## src/rtl/pwm_reg_scheduler.sv

```systemverilog
// Round-robin register-write scheduler for the PWM configuration bank: two writers feed
// shadow registers that commit atomically to the active outputs, immediately or at the period wrap.
module pwm_reg_scheduler #(
    parameter int PRESCALE = 1
) (
    input  logic       clk,
    input  logic       rst_n,
    input  logic       a_valid,
    output logic       a_ready,
    input  logic [6:0] a_addr,
    input  logic [7:0] a_data,
    input  logic       b_valid,
    output logic       b_ready,
    input  logic [6:0] b_addr,
    input  logic [7:0] b_data,
    input  logic       sync_mode,
    output logic [7:0] en_reg_out_7_0,
    output logic [7:0] en_reg_out_15_8,
    output logic [7:0] en_reg_pwm_7_0,
    output logic [7:0] en_reg_pwm_15_8,
    output logic [7:0] pwm_duty_cycle,
    output logic [7:0] pwm_count,
    output logic       period_start,
    output logic       commit_pending,
    output logic       wr_err
);
    localparam int          DATA_W  = 8;
    localparam int          ADDR_W  = 7;
    localparam int          NREG    = 5;
    localparam logic [15:0] PRE_MAX = 16'(PRESCALE - 1);

    logic              prefer_b;
    logic [15:0]       pre_cnt;
    logic              tick;
    logic              wrap;
    logic              commit;
    logic              wr_en;
    logic              wr_hit;
    logic [ADDR_W-1:0] wr_addr;
    logic [DATA_W-1:0] wr_data;
    logic              dirty;
    logic [DATA_W-1:0] shadow [NREG];
    logic [DATA_W-1:0] active [NREG];

    // A lone requester is granted at once; on contention the port not served last wins.
    assign a_ready = a_valid && (!b_valid || !prefer_b);
    assign b_ready = b_valid && (!a_valid || prefer_b);
    assign wr_en   = a_ready || b_ready;
    assign wr_addr = a_ready ? a_addr : b_addr;
    assign wr_data = a_ready ? a_data : b_data;
    assign wr_hit  = wr_en && (wr_addr < ADDR_W'(NREG));

    assign tick   = (pre_cnt == PRE_MAX);
    assign wrap   = tick && (pwm_count == 8'hFF);
    assign commit = dirty && (!sync_mode || wrap);

    always_ff @(posedge clk or negedge rst_n) begin
        if (!rst_n) begin
            prefer_b <= 1'b0;
        end else if (wr_en) begin
            prefer_b <= a_ready;
        end
    end

    always_ff @(posedge clk or negedge rst_n) begin
        if (!rst_n) begin
            pre_cnt      <= '0;
            pwm_count    <= '0;
            period_start <= 1'b0;
            wr_err       <= 1'b0;
        end else begin
            pre_cnt      <= tick ? '0 : pre_cnt + 16'd1;
            if (tick) begin
                pwm_count <= pwm_count + 8'd1;
            end
            period_start <= wrap;
            wr_err       <= wr_en && !wr_hit;
        end
    end

    // The commit copies the pre-edge shadow, so a write landing on the same edge stays pending.
    always_ff @(posedge clk or negedge rst_n) begin
        if (!rst_n) begin
            dirty <= 1'b0;
            for (int i = 0; i < NREG; i++) begin
                shadow[i] <= '0;
                active[i] <= '0;
            end
        end else begin
            for (int i = 0; i < NREG; i++) begin
                if (wr_hit && (wr_addr == ADDR_W'(i))) begin
                    shadow[i] <= wr_data;
                end
                if (commit) begin
                    active[i] <= shadow[i];
                end
            end
            if (wr_hit) begin
                dirty <= 1'b1;
            end else if (commit) begin
                dirty <= 1'b0;
            end
        end
    end

    assign en_reg_out_7_0  = active[0];
    assign en_reg_out_15_8 = active[1];
    assign en_reg_pwm_7_0  = active[2];
    assign en_reg_pwm_15_8 = active[3];
    assign pwm_duty_cycle  = active[4];
    assign commit_pending  = dirty;

endmodule

```

## config.mk

```make
export PLATFORM = sky130hd
export DESIGN_NAME = pwm_reg_scheduler
export DESIGN_NICKNAME = d
export VERILOG_FILES = /design/src/rtl/pwm_reg_scheduler.sv
export SDC_FILE = /design/constraint.sdc
export NUM_CORES = 1
export LEC_CHECK = 0
export CORE_ASPECT_RATIO = 1.25
export CORE_MARGIN = 2
export CORE_UTILIZATION = 25
export CTS_BUF_LIST = sky130_fd_sc_hd__clkbuf_16
export DETAILED_ROUTE_END_ITERATION = 16
export PLACE_DENSITY = 0.45
export SYNTH_ARGS = -nofsm -noshare
export SYNTH_HDL_FRONTEND = slang
export SYNTH_SLANG_ARGS = --single-unit
```

## constraint.sdc

```tcl
create_clock -name clk -period 1.9 [get_ports clk]
set_clock_uncertainty 0.05 [all_clocks]
set_input_delay 0.475 -clock clk [delete_from_list [all_inputs] [get_ports clk]]
set_output_delay 0.475 -clock clk [all_outputs]
set_load 0.05 [all_outputs]
```

# Word-level counts from Yosys, hierarchy flattened
# Index checks and enable logic that the tools add are counted.
# word_totals
elab_cells	52
regBits	108
inputBits	35
out_inout_bits	53
# classes
reduce_logical	23
n_addsub	2
eq_ne	5
order_cmp	1
n_mux	5
# op_table
operator	count
16-bit by 1-bit adder with 16-bit output, second input constant	1
16-bit logical NOT	1
16-bit two-way mux	1
7-bit by 2-bit equality test with 1-bit output, second input constant	2
1-bit logical AND	11
8-bit by 1-bit adder with 8-bit output, second input constant	1
8-bit equality test, second input constant	1
8-bit two-way mux	1
7-bit by 1-bit equality test with 1-bit output, second input constant	1
7-bit by 3-bit equality test with 1-bit output, second input constant	1
7-bit logical NOT	1
7-bit by 3-bit less-than comparator with 1-bit output, second input constant	1
7-bit two-way mux	1
1-bit logical NOT	5
1-bit logical OR	4
1-bit two-way mux	2
2-bit nonzero test	1

# Depth between registers and ports, before layout
# Gate-level depths: netlist of the first run.
# logic_depth
word_depth	8
mapped_depth	7
mapped_depth_nobuf	6

# Least setup slack after synthesis of the first run
# Ideal clock, no wire load.
# synth_path
path_kind	reg2reg
startpoint	register pwm_count[0]
endpoint	register active (netlist bit en_reg_out_15_8[0])
setup_time_ps	87
path_buffers	2
stages_incl_launch_ff	8
synth_period_minus_slack_ps	2065
slack_ps	-165
t_arrival_ps	1928
cell_sequence	dfrtp_1 ha_1 nand3_1 or2_2 clkbuf_1 o21a_2 buf_6 o211ai_1
# synth_between
elab_chain_cells	4
# synth_lines
element	line_no	text
start, declared	22	output logic [7:0] pwm_count,
start signal, assigned	74	pwm_count <= pwm_count + 8'd1;
8-bit equality test	54	assign wrap = tick && (pwm_count == 8'hFF);
1-bit logical AND	54	
1-bit logical OR	55	assign commit = dirty && (!sync_mode || wrap);
1-bit logical AND	55	
end signal, assigned by index	95	active[i] <= shadow[i];
end, declared	43	logic [DATA_W-1:0] active [NREG];
# Every way passes these cells.
# A chain may end at the register's enable or synchronous reset.

# Final worst setup path of the first run
# layout_path
startpoint	register prefer_b
endpoint	register shadow[21] (netlist bit)
# layout_between
elab_chain_cells	7
elab_cells_between_ends	12
cone_classes	order compare: 1; eq/ne: 1; mux: 2; reduce/logical: 8
# layout_lines
element	line_no	text
start, declared	32	logic prefer_b;
start signal, assigned	61	prefer_b <= a_ready;
1-bit logical NOT	46	assign a_ready = a_valid && (!b_valid || !prefer_b);
1-bit logical OR	46	
1-bit logical AND	46	
7-bit two-way mux	49	assign wr_addr = a_ready ? a_addr : b_addr;
7-bit by 3-bit less-than comparator with 1-bit output	51	assign wr_hit = wr_en && (wr_addr < ADDR_W'(NREG));
1-bit logical AND	51	
1-bit logical AND	91	if (wr_hit && (wr_addr == ADDR_W'(i))) begin
end signal, assigned by index	92	shadow[i] <= wr_data;
end, declared	42	logic [DATA_W-1:0] shadow [NREG];
# Parallel ways exist; a longest one is shown, timed or not.

==> results of run 1 <==
[state kept, by name, summed over array words and instances, names as in the netlist, 8 cells and up]
name	count
pre_cnt	16
en_reg_out_15_8	8
en_reg_pwm_15_8	8
pwm_duty_cycle	8
en_reg_out_7_0	8
shadow	40
en_reg_pwm_7_0	8
pwm_count	8
[layout make-up]
cell class	instances	share of cell area
Timing Repair Buffer	136	0.180
Clock inverter	7	0.0201
Clock buffer	9	0.0311
Multi-Input combinational cell	323	0.343
Sequential cell	108	0.375
Inverter	7	0.00432
Tap cell	274	0.0474
[path summary, 6_finish.rpt]
check | from | end | slack (ns) | depth (start not counted)
max in group asynchronous | rst_n | commit_pending$_DFFE_PN0P_ | 1.13 | 2
min in group clk | pre_cnt[15]$_DFF_PN0_ | pre_cnt[15]$_DFF_PN0_ | 0.42 | 1
worst min register to register | pre_cnt[15]$_DFF_PN0_ | pre_cnt[15]$_DFF_PN0_ | 0.42 | 1
worst min-delay path | rst_n | pwm_count[2]$_DFFE_PN0N_ | 0.04 | 1
worst max register to register | prefer_b$_DFFE_PN0P_ | shadow[21]$_DFFE_PN0P_ | -0.03 | 6
worst max-delay path | prefer_b$_DFFE_PN0P_ | shadow[21]$_DFFE_PN0P_ | -0.03 | 6
[kinds of logic after synthesis]
family                     synth area share
AOI/OAI and AO/OA                     0.135
xor gates and xnor gates             0.0350
adders and majority gates           0.00714
buffers and inverters                0.0345
DFF                                   0.514
muxes                                 0.108
and+or+nand+nor                       0.166
[synthesized netlist by cell type, types with 5 or more instances]
| cell type | n |
|---|---|
| nand2b_1 | 40 |
| xnor2_1 | 9 |
| nand3_1 | 12 |
| nand2_1 | 71 |
| nand4_1 | 6 |
| mux2_4 | 19 |
| mux2_1 | 9 |
| dfrtp_1 | 108 |
| inv_1 | 6 |
| nor3_1 | 6 |
| o211ai_1 | 80 |
| nor2_1 | 12 |
| xor2_1 | 12 |
| buf_6 | 5 |
| clkbuf_1 | 23 |
| mux2_2 | 16 |
[timing repair]
item | CTS | global route
gates resized for setup | 24 | 18
setup endpoints to repair | 86 | 84
cloned | 0 | 3
setup buffers | 6 | 4
pin swaps | 6 | 12
[where the power goes]
| part | leakage [nW] | internal [mW] | total [mW] | switching (mW) |
|---|---|---|---|---|
| Combinational | 1.75 | 0.473 | 1.03 | 0.559 |
| Sequential | 1.27 | 2.48 | 2.60 | 0.129 |
| Clock | 0.177 | 1.43 | 2.33 | 0.901 |
[routing by layer]
| layer | GRT usage | vias to the layer above | part of all wire |
|---|---|---|---|
| met3 | 0.0238 | 11 | 0.031 |
| met2 | 0.232 | 79 | 0.50 |
| met4 | 0.0421 | 0 | 0.013 |
| met5 | 0 | - | 0 |
| met1 | 0.172 | 2022 | 0.45 |
| li1 | - | 1901 | - |
[per-stage QoR]
step | hold WS [ns] | instance area (sq um) | total power [mW] | std cells | util
6_report | 0.0400 | 7240 | 5.97 | 864 | 0.349
5_1_grt | 0.0685 | 7240 | 6.25 | 864 | 0.349
4_1_cts | 0.0424 | 7060 | 6.03 | 857 | 0.340
3_5_place_dp | 0.414 | 6590 | 3.61 | 835 | 0.318
3_3_place_gp | 0.412 | 6590 | 3.60 | 835 | 0.318
2_1_floorplan | 0.129 | 5290 | 3.19 | 469 | -
==> run summary, run 1 <==
area share of the largest cell type after synthesis = 0.514
# rows = 59
TritonRoute pass-1 iters = 4
status = finished with violations
power per cell area = 825 nW/um^2
first-pass GRT wire length = 23700 microns
Multi-input gate area = 2480 sq um
HP Class = input pin to asynchronous set/reset pin
Clock Sinks = 108
slowest CP cell = dfrtp_1
post-synthesis cell area = 5260 sq um
maximum vdd ir drop = 0.581 mV
Final Hold Fails = 0
synth top area cells = dfrtp_1 (51%), o211ai_1 (11%), mux2_4 (5.4%), nand2_1 (5.1%), nand2b_1 (4.8%)
crit-path cells = a21bo_4 -> clkinv_4 -> buf_6 -> mux2_4 -> nand4b_4 -> mux2_4
Post-Syn Area per Cell = 11.2 sq um
1st-iter DRT viols = 262
register area share after synthesis = 0.514
initial antenna violation count = 0
crit path max fanout = 8
CP delay by family, top = multiplexers
Port Buf Inserts = 87
Clock transition at path regs = 0.07 ns
layout overhead on the synthesized area = 37.6%
Routed Antenna Nets = 0
Critical Path Sink Type = flip-flop
Max-slew headroom = 0.667
Cells after Synth = 469
via count = 4013
CP Buf/Inv Count = 2
leakage power = 3.20 nW
drt drc = 0
vias in the first global route = 4308
Setup Viol. Count Final = 9
setup TNS = -0.168 ns
Max Cap Viol = 0
failing checks = setup timing
WP data arrival = 2.12 ns
Placer Congestion = 0.786
Core Box Area = 20700 sq um
most frequent CP cell = mux2_4
PnR worst setup slack = -0.0309 ns
Synth Net Count = 507
Total GRT Usage = 0.135
crit path kind = flip-flop to flip-flop
share of layout cells above drive strength 1 = 0.324
Async SR Flop Fraction = 1.00
Worst Setup Start Kind = flip-flop
Clock Latency Late Sink = 0.35 ns
largest net degree at the start of global routing = 50
worst slack at placement = -0.579 ns
Routed WL = 14700 microns
most common cell after layout, fill and taps aside = dfrtp_1
ys flop type = dfrtp_1
Hold-fix buffers, CTS = 0
Fill cells = 2057
CTS buffer count = 9
Initial Util = 0.254
FF+latch count, synth = 108
commonest cells after routing, fill and taps aside = dfrtp_1 (101), buf_4 (82), o211ai_1 (80)
Max stage delay on crit path = 0.41 ns
fin crit period = 1.93 ns
worst slew pin tran = 0.500 ns
max-slew violation count = 0
CP required = 2.09 ns
synth unique cells = 40
WL/cell = 17.0 microns
number of flops mapped to enable cells by yosys = 0
Final nets = 623
HPWL Detailed = 10200 microns
fin crit share = 1.02
RSZ-0062 raised after global routing = yes
clock root buffer = clkbuf_16
number of diodes = 0
die area = 22200 sq um
CTS tree = built
Vias per Instance = 4.64
grt total ovfl = 0
Die H = 166 microns
H-tree lvl count = 3
die width = 134 microns
Synth area leader = dfrtp_1
I/O pin total = 88
Synth Warn # = 0
Peak Freq = 518 MHz
clk buf depth = 2
register area = 2710 sq um
Note: power is estimated with default switching activity, not from simulation.
==> inputs of run 2 (changes only) <==
Settings changed: GPL_TIMING_DRIVEN set to 0.
==> run summary, run 2 (synthesized netlist as in run 1, its figures left out) <==
most common cell after layout, fill and taps aside = dfrtp_1
PnR worst setup slack = -0.00617 ns
Largest Register = shadow
first-pass GRT wire length = 23400 microns
Port Buf Inserts = 86
commonest cells after routing, fill and taps aside = dfrtp_1 (102), o211ai_1 (80), nand2_1 (71)
leading registers by flop count = shadow (40), pre_cnt (16)
die area = 22200 sq um
number of diodes = 0
die width = 134 microns
Max-slew headroom = 0.627
design area = 7090 sq um
fin crit period = 1.91 ns
CTS buffer count = 9
Critical R2R Launch = prefer_b$_DFFE_PN0P_
initial antenna violation count = 0
Final Hold Fails = 0
H-tree lvl count = 3
# rows = 59
Placer Congestion = 0.772
status = finished with violations
leakage power = 3.03 nW
Vias per Instance = 4.67
Final nets = 621
Pwr Total = 5.60 mW
RSZ-0062 raised after global routing = yes
TritonRoute pass-1 iters = 4
Worst Setup Start Kind = flip-flop
Routed WL = 14400 microns
Die H = 166 microns
CP required = 2.09 ns
clock root buffer = clkbuf_16
WP data arrival = 2.09 ns
WL/cell = 16.8 microns
Hold-fix buffers, CTS = 0
CTS tree = built
Critical Path Sink Type = flip-flop
Multi-input gate area = 2480 sq um
Worst Setup SP = prefer_b$_DFFE_PN0P_
largest net degree at the start of global routing = 69
Final Core Density = 0.342
HPWL Detailed = 10200 microns
max-slew violation count = 0
drt drc = 0
maximum vdd ir drop = 0.396 mV
crit path kind = flip-flop to flip-flop
via count = 4022
crit path max fanout = 8
Initial Util = 0.254
Clock Latency Late Sink = 0.35 ns
power per cell area = 789 nW/um^2
fin crit share = 1.00
worst slew pin tran = 0.562 ns
Core Box Area = 20700 sq um
failing checks = setup timing
Clock transition at path regs = 0.08 ns
worst slack at placement = -1.02 ns
1st-iter DRT viols = 193
Clock Sinks = 108
Total GRT Usage = 0.134
vias in the first global route = 4345
Fill cells = 2124
HP Class = input pin to asynchronous set/reset pin
Max Cap Viol = 0
Setup Viol. Count Final = 4
placed cell area = 6520 sq um
Peak Freq = 525 MHz
register area = 2710 sq um
grt total ovfl = 0
clk buf depth = 2
share of layout cells above drive strength 1 = 0.209
setup TNS = -0.0138 ns
Routed Antenna Nets = 0
layout overhead on the synthesized area = 34.9%
I/O pin total = 88
number of flip-flops in the largest register = 40
[run 2: changes by cell type in the layout (fill, tap and decap cells not counted), moves of 5 or more]
cell,previous run,this run
buf_8,1,6
buf_12,9,2
buf_6,8,2
buf_4,82,19
dlygate4sd2_1,8,57
clkbuf_1,0,13
[run 2: layout make-up]
class / instances / share of cell area
Buffer: 29 / 0.0272
Sequential cell: 108 / 0.382
Multi-Input combinational cell: 323 / 0.350
Clock buffer: 9 / 0.0317
Tap cell: 274 / 0.0483
Timing Repair Buffer: 105 / 0.144
Clock inverter: 7 / 0.0127
Inverter: 7 / 0.00441
[run 2: worst paths after layout]
check | endpoint | slack, ns | cells past startpoint
worst max register to register | shadow[27]$_DFFE_PN0P_ | -0.006 | 5
worst min register to register | pre_cnt[15]$_DFF_PN0_ | 0.42 | 1
min in group clk | pre_cnt[15]$_DFF_PN0_ | 0.42 | 1
worst max-delay path | shadow[27]$_DFFE_PN0P_ | -0.006 | 5
max in group asynchronous | pwm_duty_cycle[3]$_DFFE_PN0P_ | 1.00 | 2
worst min-delay path | pre_cnt[7]$_DFF_PN0_ | 0.06 | 1
[run 2: metrics by stage]
step | std cells | hold WS, ns
2_1_floorplan | 469 | 0.129
5_1_grt | 862 | 0.0995
3_3_place_gp | 829 | 0.415
3_5_place_dp | 830 | 0.413
4_1_cts | 853 | 0.0767
6_report | 862 | 0.0625
[run 2: metal layers]
metal / GRT usage / vias to the layer above / wire length (microns)
li1: - / 1898 / -
met1: 0.176 / 2022 / 6550
met2: 0.222 / 90 / 7110
met3: 0.0195 / 12 / 579
met4: 0.0486 / 0 / 202
met5: 0 / - / 0
[run 2: worst max-delay path: stages, from the launching register on]
cell and delay (ns):
dfrtp_1 0.41, a21bo_4 0.25, inv_6 0.09, mux2_4 0.31
nand4b_4 0.31, mux2_4 0.37
[run 2: where the power goes]
| group | total, mW | switching [mW] | internal [mW] |
|---|---|---|---|
| logic | 0.975 | 0.559 | 0.416 |
| clock network | 2.03 | 0.879 | 1.15 |
| registers | 2.59 | 0.116 | 2.48 |
| total | 5.60 | 1.55 | 4.05 |
[run 2: what timing repair did]
item	4_1_cts	5_1_grt
endpoints found under the setup margin	146	89
setup buffers	9	7
gates resized for setup	101	37
cloned	0	2
pin swaps	9	38
